File: src/rtl/ahb_filter_pkg.sv
// Shared types and AHB-Lite constants for the address filter / default slave.
package ahb_filter_pkg;

    typedef enum logic [1:0] {
        ST_IDLE = 2'b00,
        ST_ERR1 = 2'b01,
        ST_ERR2 = 2'b10
    } fsm_state_e;

    localparam logic [1:0] HTRANS_IDLE   = 2'b00;
    localparam logic [1:0] HTRANS_BUSY   = 2'b01;
    localparam logic [1:0] HTRANS_NONSEQ = 2'b10;
    localparam logic [1:0] HTRANS_SEQ    = 2'b11;

    localparam logic HRESP_OKAY  = 1'b0;
    localparam logic HRESP_ERROR = 1'b1;

    // Only NONSEQ/SEQ carry a real transfer; IDLE/BUSY always get a zero-wait OKAY.
    function automatic logic isActiveTrans(input logic [1:0] htrans);
        return (htrans == HTRANS_NONSEQ) || (htrans == HTRANS_SEQ);
    endfunction

endpackage

File: src/rtl/ahb_region_decode.sv
// Combinational region compare and priority encoder: the lowest matching index wins.
module ahb_region_decode #(
    parameter int NB_SLAVES  = 6,
    parameter int ADDR_WIDTH = 32,
    parameter int IDX_WIDTH  = 3,
    parameter logic [NB_SLAVES-1:0][ADDR_WIDTH-1:0] REGION_BASE = '0,
    parameter logic [NB_SLAVES-1:0][ADDR_WIDTH-1:0] REGION_END  = '0
) (
    input  logic [ADDR_WIDTH-1:0] addr_i,
    input  logic [NB_SLAVES-1:0]  en_i,
    output logic [NB_SLAVES-1:0]  onehot_o,
    output logic [IDX_WIDTH-1:0]  idx_o,
    output logic                  hit_o
);

    logic [ADDR_WIDTH:0] lowDiff;
    logic [ADDR_WIDTH:0] highDiff;

    // Bounds are tested through the borrow of a widened subtraction, so an
    // inverted region (base > end) simply never satisfies both sides.
    always_comb begin
        onehot_o = '0;
        idx_o    = '0;
        hit_o    = 1'b0;
        lowDiff  = '0;
        highDiff = '0;
        for (int i = NB_SLAVES - 1; i >= 0; i--) begin
            lowDiff  = {1'b0, addr_i} - {1'b0, REGION_BASE[i]};
            highDiff = {1'b0, REGION_END[i]} - {1'b0, addr_i};
            if (en_i[i] && !lowDiff[ADDR_WIDTH] && !highDiff[ADDR_WIDTH]) begin
                onehot_o    = '0;
                onehot_o[i] = 1'b1;
                idx_o       = IDX_WIDTH'(i);
                hit_o       = 1'b1;
            end
        end
    end

endmodule

File: src/rtl/ahb_addr_filter_err.sv
// AHB-Lite address decoder with built-in default slave that answers unmapped or
// disabled accesses with a two-cycle ERROR, plus first-error capture and a count.
module ahb_addr_filter_err
    import ahb_filter_pkg::*;
#(
    parameter int NB_SLAVES  = 6,
    parameter int ADDR_WIDTH = 32,
    parameter int CNT_WIDTH  = 8,
    parameter logic [NB_SLAVES-1:0][ADDR_WIDTH-1:0] REGION_BASE = {
        32'h5000_0000, 32'h4000_0000, 32'h3000_0000,
        32'h2000_0000, 32'h1000_0000, 32'h0000_0000},
    parameter logic [NB_SLAVES-1:0][ADDR_WIDTH-1:0] REGION_END = {
        32'h5FFF_FFFF, 32'h4FFF_FFFF, 32'h3FFF_FFFF,
        32'h2FFF_FFFF, 32'h1FFF_FFFF, 32'h0FFF_FFFF}
) (
    input  logic                         clk_i,
    input  logic                         rst_i,
    input  logic [ADDR_WIDTH-1:0]        haddr_i,
    input  logic [1:0]                   htrans_i,
    input  logic                         hwrite_i,
    input  logic                         hsel_i,
    input  logic                         hready_i,
    input  logic [NB_SLAVES-1:0]         slv_en_i,
    output logic [NB_SLAVES-1:0]         hsel_slv_o,
    output logic [$clog2(NB_SLAVES)-1:0] dsel_o,
    output logic                         dsel_def_o,
    output logic                         def_hreadyout_o,
    output logic                         def_hresp_o,
    output logic                         err_valid_o,
    output logic [ADDR_WIDTH-1:0]        err_addr_o,
    output logic                         err_write_o,
    output logic [CNT_WIDTH-1:0]         err_cnt_o,
    input  logic                         err_clr_i
);

    localparam int IDX_WIDTH = $clog2(NB_SLAVES);

    logic [NB_SLAVES-1:0] winOneHot;
    logic [IDX_WIDTH-1:0] winIdx;
    logic                 winHit;

    logic accepted;
    logic unmappedReq;
    logic errEvent;

    fsm_state_e           state_q;
    logic                 hreadyout_q;
    logic                 hresp_q;
    logic [IDX_WIDTH-1:0] dsel_q;
    logic                 dselDef_q;

    logic                  errValid_q, errValid_d;
    logic [ADDR_WIDTH-1:0] errAddr_q,  errAddr_d;
    logic                  errWrite_q, errWrite_d;
    logic [CNT_WIDTH-1:0]  errCnt_q,   errCnt_d;

    ahb_region_decode #(
        .NB_SLAVES  (NB_SLAVES),
        .ADDR_WIDTH (ADDR_WIDTH),
        .IDX_WIDTH  (IDX_WIDTH),
        .REGION_BASE(REGION_BASE),
        .REGION_END (REGION_END)
    ) u_decode (
        .addr_i  (haddr_i),
        .en_i    (slv_en_i),
        .onehot_o(winOneHot),
        .idx_o   (winIdx),
        .hit_o   (winHit)
    );

    assign hsel_slv_o  = hsel_i ? winOneHot : '0;
    assign accepted    = hsel_i && hready_i;
    assign unmappedReq = accepted && isActiveTrans(htrans_i) && !winHit;
    // ERR1 stalls the bus itself, so a new error can only start from IDLE or ERR2.
    assign errEvent    = unmappedReq && (state_q != ST_ERR1);

    always_ff @(posedge clk_i) begin
        if (rst_i) begin
            dsel_q    <= '0;
            dselDef_q <= 1'b1;
        end else if (hready_i) begin
            if (hsel_i) begin
                dsel_q    <= winIdx;
                dselDef_q <= !winHit;
            end else begin
                dselDef_q <= 1'b1;
            end
        end
    end

    always_ff @(posedge clk_i) begin
        if (rst_i) begin
            state_q     <= ST_IDLE;
            hreadyout_q <= 1'b1;
            hresp_q     <= HRESP_OKAY;
        end else begin
            case (state_q)
                ST_IDLE: begin
                    if (unmappedReq) begin
                        state_q     <= ST_ERR1;
                        hreadyout_q <= 1'b0;
                        hresp_q     <= HRESP_ERROR;
                    end
                end
                ST_ERR1: begin
                    state_q     <= ST_ERR2;
                    hreadyout_q <= 1'b1;
                    hresp_q     <= HRESP_ERROR;
                end
                ST_ERR2: begin
                    if (unmappedReq) begin
                        state_q     <= ST_ERR1;
                        hreadyout_q <= 1'b0;
                        hresp_q     <= HRESP_ERROR;
                    end else begin
                        state_q     <= ST_IDLE;
                        hreadyout_q <= 1'b1;
                        hresp_q     <= HRESP_OKAY;
                    end
                end
                default: begin
                    state_q     <= ST_IDLE;
                    hreadyout_q <= 1'b1;
                    hresp_q     <= HRESP_OKAY;
                end
            endcase
        end
    end

    // A clear coinciding with a new error restarts the capture with that error.
    always_comb begin
        errValid_d = errValid_q;
        errAddr_d  = errAddr_q;
        errWrite_d = errWrite_q;
        errCnt_d   = errCnt_q;
        if (err_clr_i) begin
            errValid_d = 1'b0;
            errCnt_d   = '0;
        end
        if (errEvent) begin
            if (!errValid_q || err_clr_i) begin
                errValid_d = 1'b1;
                errAddr_d  = haddr_i;
                errWrite_d = hwrite_i;
            end
            if (err_clr_i) begin
                errCnt_d = CNT_WIDTH'(1);
            end else if (errCnt_q != '1) begin
                errCnt_d = errCnt_q + CNT_WIDTH'(1);
            end
        end
    end

    always_ff @(posedge clk_i) begin
        if (rst_i) begin
            errValid_q <= 1'b0;
            errAddr_q  <= '0;
            errWrite_q <= 1'b0;
            errCnt_q   <= '0;
        end else begin
            errValid_q <= errValid_d;
            errAddr_q  <= errAddr_d;
            errWrite_q <= errWrite_d;
            errCnt_q   <= errCnt_d;
        end
    end

    assign dsel_o          = dsel_q;
    assign dsel_def_o      = dselDef_q;
    assign def_hreadyout_o = hreadyout_q;
    assign def_hresp_o     = hresp_q;
    assign err_valid_o     = errValid_q;
    assign err_addr_o      = errAddr_q;
    assign err_write_o     = errWrite_q;
    assign err_cnt_o       = errCnt_q;

endmodule

File: config.mk
export PLATFORM = sky130hd
export DESIGN_NAME = ahb_addr_filter_err
export DESIGN_NICKNAME = d
export VERILOG_FILES = /design/src/rtl/ahb_filter_pkg.sv /design/src/rtl/ahb_region_decode.sv /design/src/rtl/ahb_addr_filter_err.sv
export SDC_FILE = /design/constraint.sdc
export NUM_CORES = 1
export LEC_CHECK = 0
export CORE_MARGIN = 1.5
export CORE_UTILIZATION = 39
export DETAILED_ROUTE_END_ITERATION = 16
export PLACE_DENSITY = 0.77
export SLEW_MARGIN = 0
export SYNTH_ARGS = -nofsm -noshare
export SYNTH_HDL_FRONTEND = slang
export SYNTH_SLANG_ARGS = --single-unit
File: constraint.sdc
create_clock -name clk_i -period 3.1 [get_ports clk_i]
set_input_delay 0.93 -clock clk_i [delete_from_list [all_inputs] [get_ports clk_i]]
set_output_delay 0.93 -clock clk_i [all_outputs]
set_load 0.03 [all_outputs]
# == Word-level counts from Yosys, hierarchy flattened ==
# Index checks and enable logic that the tools add are counted.
# W data, S select, Z words.
# word_totals
register_bits,50
output_inout_bits,54
wordCells,97
# op_classes
addsub,12
n_eq_ne,7
n_mux,36
reduce_logical,33
# op_table
cell,count
$sub A30 B32 Y33 const A,2
$sub A31 B32 Y33 const A,2
$sub A32 B30 Y33 const B,2
$sub A32 B31 Y33 const B,2
$mux W6,7
$sub A28 B32 Y33 const A,1
$sub A29 B32 Y33 const A,1
$sub A32 B29 Y33 const B,1
$mux W8,4
$mux W3,6
$logic_and A1 B1 Y1,15
$mux W1,15
$logic_not A1 Y1,13
$add A8 B1 Y8 const B,1
$ne A8 B8 Y1 const B,1
$eq A2 B2 Y1 const B,3
$pmux W2 S3,1
$reduce_and A2 Y1,2
$pmux W1 S3,1
$eq A2 B1 Y1 const B,1
$logic_not A2 Y1,1
$logic_or A1 B1 Y1,2
$mux W2,1
$ne A2 B1 Y1 const B,1
other kinds (2),2

# == Longest topological paths before layout ==
# depth
word_depth,14
mapped_depth,7
depth_no_buf,6

# == Hierarchy ==
# From an unflattened synthesis, not the netlist that was laid out.
# hier_totals
hier_cells,226
hier_area_um2,2124.5
# by_module_without_submodules
module,n_inst,cells_each,area_per_inst_um2
ahb_addr_filter_err,1,203,1978.1
ahb_region_decode,1,23,146.4

# == Least setup slack after synthesis ==
# Ideal clock, no wire load.
# synth_timing
path_type,input -> output
start,in haddr_i[31]
end,out hsel_slv_o[3]
t_arrival_ns,2.315
required_ns,2.170
path_slack_ns,-0.145
cell_stages,3
path_buffers,1
path_cell_list,clkbuf_1 -> or2b_1 -> nor4_1
# synth_between
elab_chain_len,10
# synth_rtl
element,line,rtl
"start, declared",ahb_addr_filter_err.sv:18,"input logic [ADDR_WIDTH-1:0] haddr_i,"
$sub A32 B31 Y33,ahb_region_decode.sv:28,"lowDiff = {1'b0, addr_i} - {1'b0, REGION_BASE[i]};"
$logic_not A1 Y1,ahb_region_decode.sv:30,if (en_i[i] && !lowDiff[ADDR_WIDTH] && !highDiff[ADDR_WIDTH]) begin
$logic_and A1 B1 Y1 (2 in series),ahb_region_decode.sv:30,
$mux W6 (4 in series),ahb_region_decode.sv:30,
$mux W6 *,ahb_region_decode.sv:30,
$mux W6 *,ahb_addr_filter_err.sv:71,assign hsel_slv_o = hsel_i ? winOneHot : '0;
"end, declared",ahb_addr_filter_err.sv:24,"output logic [NB_SLAVES-1:0] hsel_slv_o,"
# Every way passes the cells marked *; elsewhere a longest branch is shown, timed or not.

# == Worst setup path after layout ==
# layout_timing
start,in haddr_i[30]
end,out hsel_slv_o[3]
# The elaborated chain is that of the path after synthesis.

==> metrics.cfg <==
[cts]
cts_root_buf = clkbuf_8
worstSkewPairLatency_ns = 0.29
post_cts_buffers = 0
path_clk_slew_ns = 0.09
cts-hold-fix-buffers = 0
htreeDepth = 2
ctsLongestPathBuffers = 2
cts_tree = yes
cts_buffers = 5
numClockSinks = 50

[sta]
slew_headroom_pct = 54.8
finalSetupViolCount = 0
min_period_ns = 3.00
clock-skew-final_ns = 0.00598
fin_crit_sh_pct = 96.9
hold_viol_final = 0
rsz0062_at_grt = no
fmaxAchievable_ghz = 0.333
hold-worst-slack_ns = 0.498
worst_pin_slew_ns = 0.679
slew_viol_final = 0

[flow_run]
drv_cap = 0

[worst_setup_path]
cpMaxStageDelayCell = clkdlybuf4s50_1
cp-end-kind = primary output
path_buf_inv = 3
required_ns = 2.17
critPathLaunchType = primary input
cp_top_family = buffers and inverters
worstPathArrival_ns = 2.07
crit_top_cell = buf_4
path_class = in -> out
path_cells = clkdlybuf4s50_1 > buf_4 > nor4_2 > buf_4
max_stage_delay_ns = 0.47
critical_path.max_fanout = 7

[global_routing]
grt_pass1_vias = 1902
grt_use_total_pct = 17.3
gr-total-overflow = 0
grt_start_max_net_pins = 34
antenna_found_initial = 0
grt_pass1_wl_um = 8490

[floorplan]
rows = 26
dieArea_mm2 = 0.00590
die_x_um = 76.8
initial_utilization_pct = 41.1
io_pins = 100
coreArea_mm2 = 0.00517
dieHeight_um = 76.8

[yosys]
ys_warn_count = 0
avgSynthCellArea_um2 = 9.45
synthTopCellsByArea = dfxtp_1 (47%), mux2i_1 (18%), nor2_1 (8.8%), buf_6 (2.1%), nor3_1 (1.9%)
async_reset_ff_share_pct = 0
synth_top_area_share_pct = 47.1
synth_cell_type_count = 38
synth_top_area_cell = dfxtp_1
synth-edff-count = 0
syn_inst = 225
ys_top_cells_by_count = dfxtp_1 (50), nor2_1 (50), mux2i_1 (39), nand2_1 (9), nor3_1 (8)
ys.flop_type = dfxtp_1
synth_fp_nets = 272
ys_ff_latch = 50
ys_seq_area_share_pct = 47.1
syn-cell-area_mm2 = 0.00213

[routing]
dr_total_vias = 1972
ant_nets = 0
drt_iter0_drc = 66
drt_first_pass_iters = 4
drt-total-wl_um = 5080
drc = 0
via_per_inst = 4.87
post_drt_wl_per_cell_um = 12.5

[power]
leakage_nw = 1.23
vdd_drop_max_v = 0.000238
powerDensity_mw_per_mm2 = 376
p_total_mw = 1.25

[placed_design]
place.gp.congestion = 0.817
io_buffers = 98
dpl.hpwl_um = 3800

[final_layout]
diodes = 0
synthToLayoutAreaGrowth_pct = 57.0
layout.nets = 382
fillerInstances = 446
drive_gt1_share_pct = 11.6

[min_path]
holdCritPathClass = reg -> reg

[status]
status = finished, final reports clean

==> worst reg2reg max path, delay by kind of cell (launching register included) <==
kind             cells  cell delay [ns]
AO/OA/AOI/OAI        2             0.61
flip-flops           1             0.33
AND/OR/NAND/NOR      3             0.84
==> where the power goes <==
part           switching, mW  internal [mW]  leakage [nW]
combinational          0.109          0.124         0.776
clock                  0.200          0.152        0.0438
sequential           0.00927          0.660         0.405
total                  0.318          0.936          1.23
==> cell usage in the layout, fill, tap and decap left out, drive strengths merged, types with 2 or more instances in the layout <==
cell,count
clkdlybuf4s50,90
nor3,9
buf,22
mux2i,39
or3,4
inv,4
clkbuf,5
a21oi,3
nand4,2
o22ai,3
nor2b,3
nor4,4
dfxtp,50
nand2,9
nand3,4
o21ai,6
clkinv,2
nor2,50
and2,2
nand2b,4
==> stage by stage <==
stage / instance area [um^2] / util, % / std cells / TNS (ns) / worst slack [ns]
global route: 3340 / 64.5 / 405 / 0 / 0.0232
global placement: 3250 / 62.9 / 398 / -3.09 / -0.127
CTS: 3330 / 64.4 / 405 / 0 / 0.00244
detailed placement: 3250 / 62.9 / 398 / -3.59 / -0.135
finish: 3340 / 64.5 / 405 / 0 / 0.0952
floorplan: 2140 / - / 225 / 0 / 0.0978
==> per-layer routing <==
| layer | track usage (%) | wire length (um) |
|---|---|---|
| met2 | 29.4 | 2410 |
| met5 | 0 | 0 |
| met4 | 4.63 | 17 |
| met1 | 20.6 | 2200 |
| met3 | 6.19 | 458 |
==> path summary, 6_finish.rpt <==
check,startpoint,end,slack (ns),depth (start not counted)
worst max-delay path,haddr_i[30],hsel_slv_o[3],0.1,4
worst min-delay path,err_addr_o[19]$_SDFFE_PP0P_,err_addr_o[19]$_SDFFE_PP0P_,0.50,2
worst max register to register,state_q[0]$_SDFFE_PP0P_,err_cnt_o[5]$_SDFF_PP0_,1.25,5
worst min register to register,err_addr_o[19]$_SDFFE_PP0P_,err_addr_o[19]$_SDFFE_PP0P_,0.50,2
==> registers in the layout, summed over array words and instances, names as in the netlist <==
register / count
err_addr_o: 32
err_cnt_o: 8
dsel_o: 3
state_q: 2
def_hreadyout_o: 1
def_hresp_o: 1
dsel_def_o: 1
err_valid_o: 1
err_write_o: 1
==> kinds of logic after synthesis <==
logic type / Yosys count / synth area share (%)
multiplexers: 40 / 19.1
AO/OA/AOI/OAI: 18 / 5.71
flip-flops: 50 / 47.1
adder cells (fa/ha/maj): 1 / 0.588
AND/OR/NAND/NOR: 100 / 23.1
XOR/XNOR: 1 / 0.412
buffers and inverters: 15 / 4.06
==> layout make-up <==
cell class                      count  area, um^2  share of cell area (%)
Timing Repair Buffer              114        1100                    33.0
Multi-Input combinational cell    160        1050                    31.6
Sequential cell                    50        1000                    30.0
Tap cell                           70        87.6                    2.62
Clock buffer                        5        68.8                    2.06
Inverter                            4        15.0                   0.450
Clock inverter                      2        10.0                   0.300
==> repair_timing <==
action                                  4_1_cts  5_1_grt
endpoints found under the setup margin        3        1
resized for setup                             1        2
cloned                                        0        0
No activity file was read; power rests on OpenSTA's default activity.
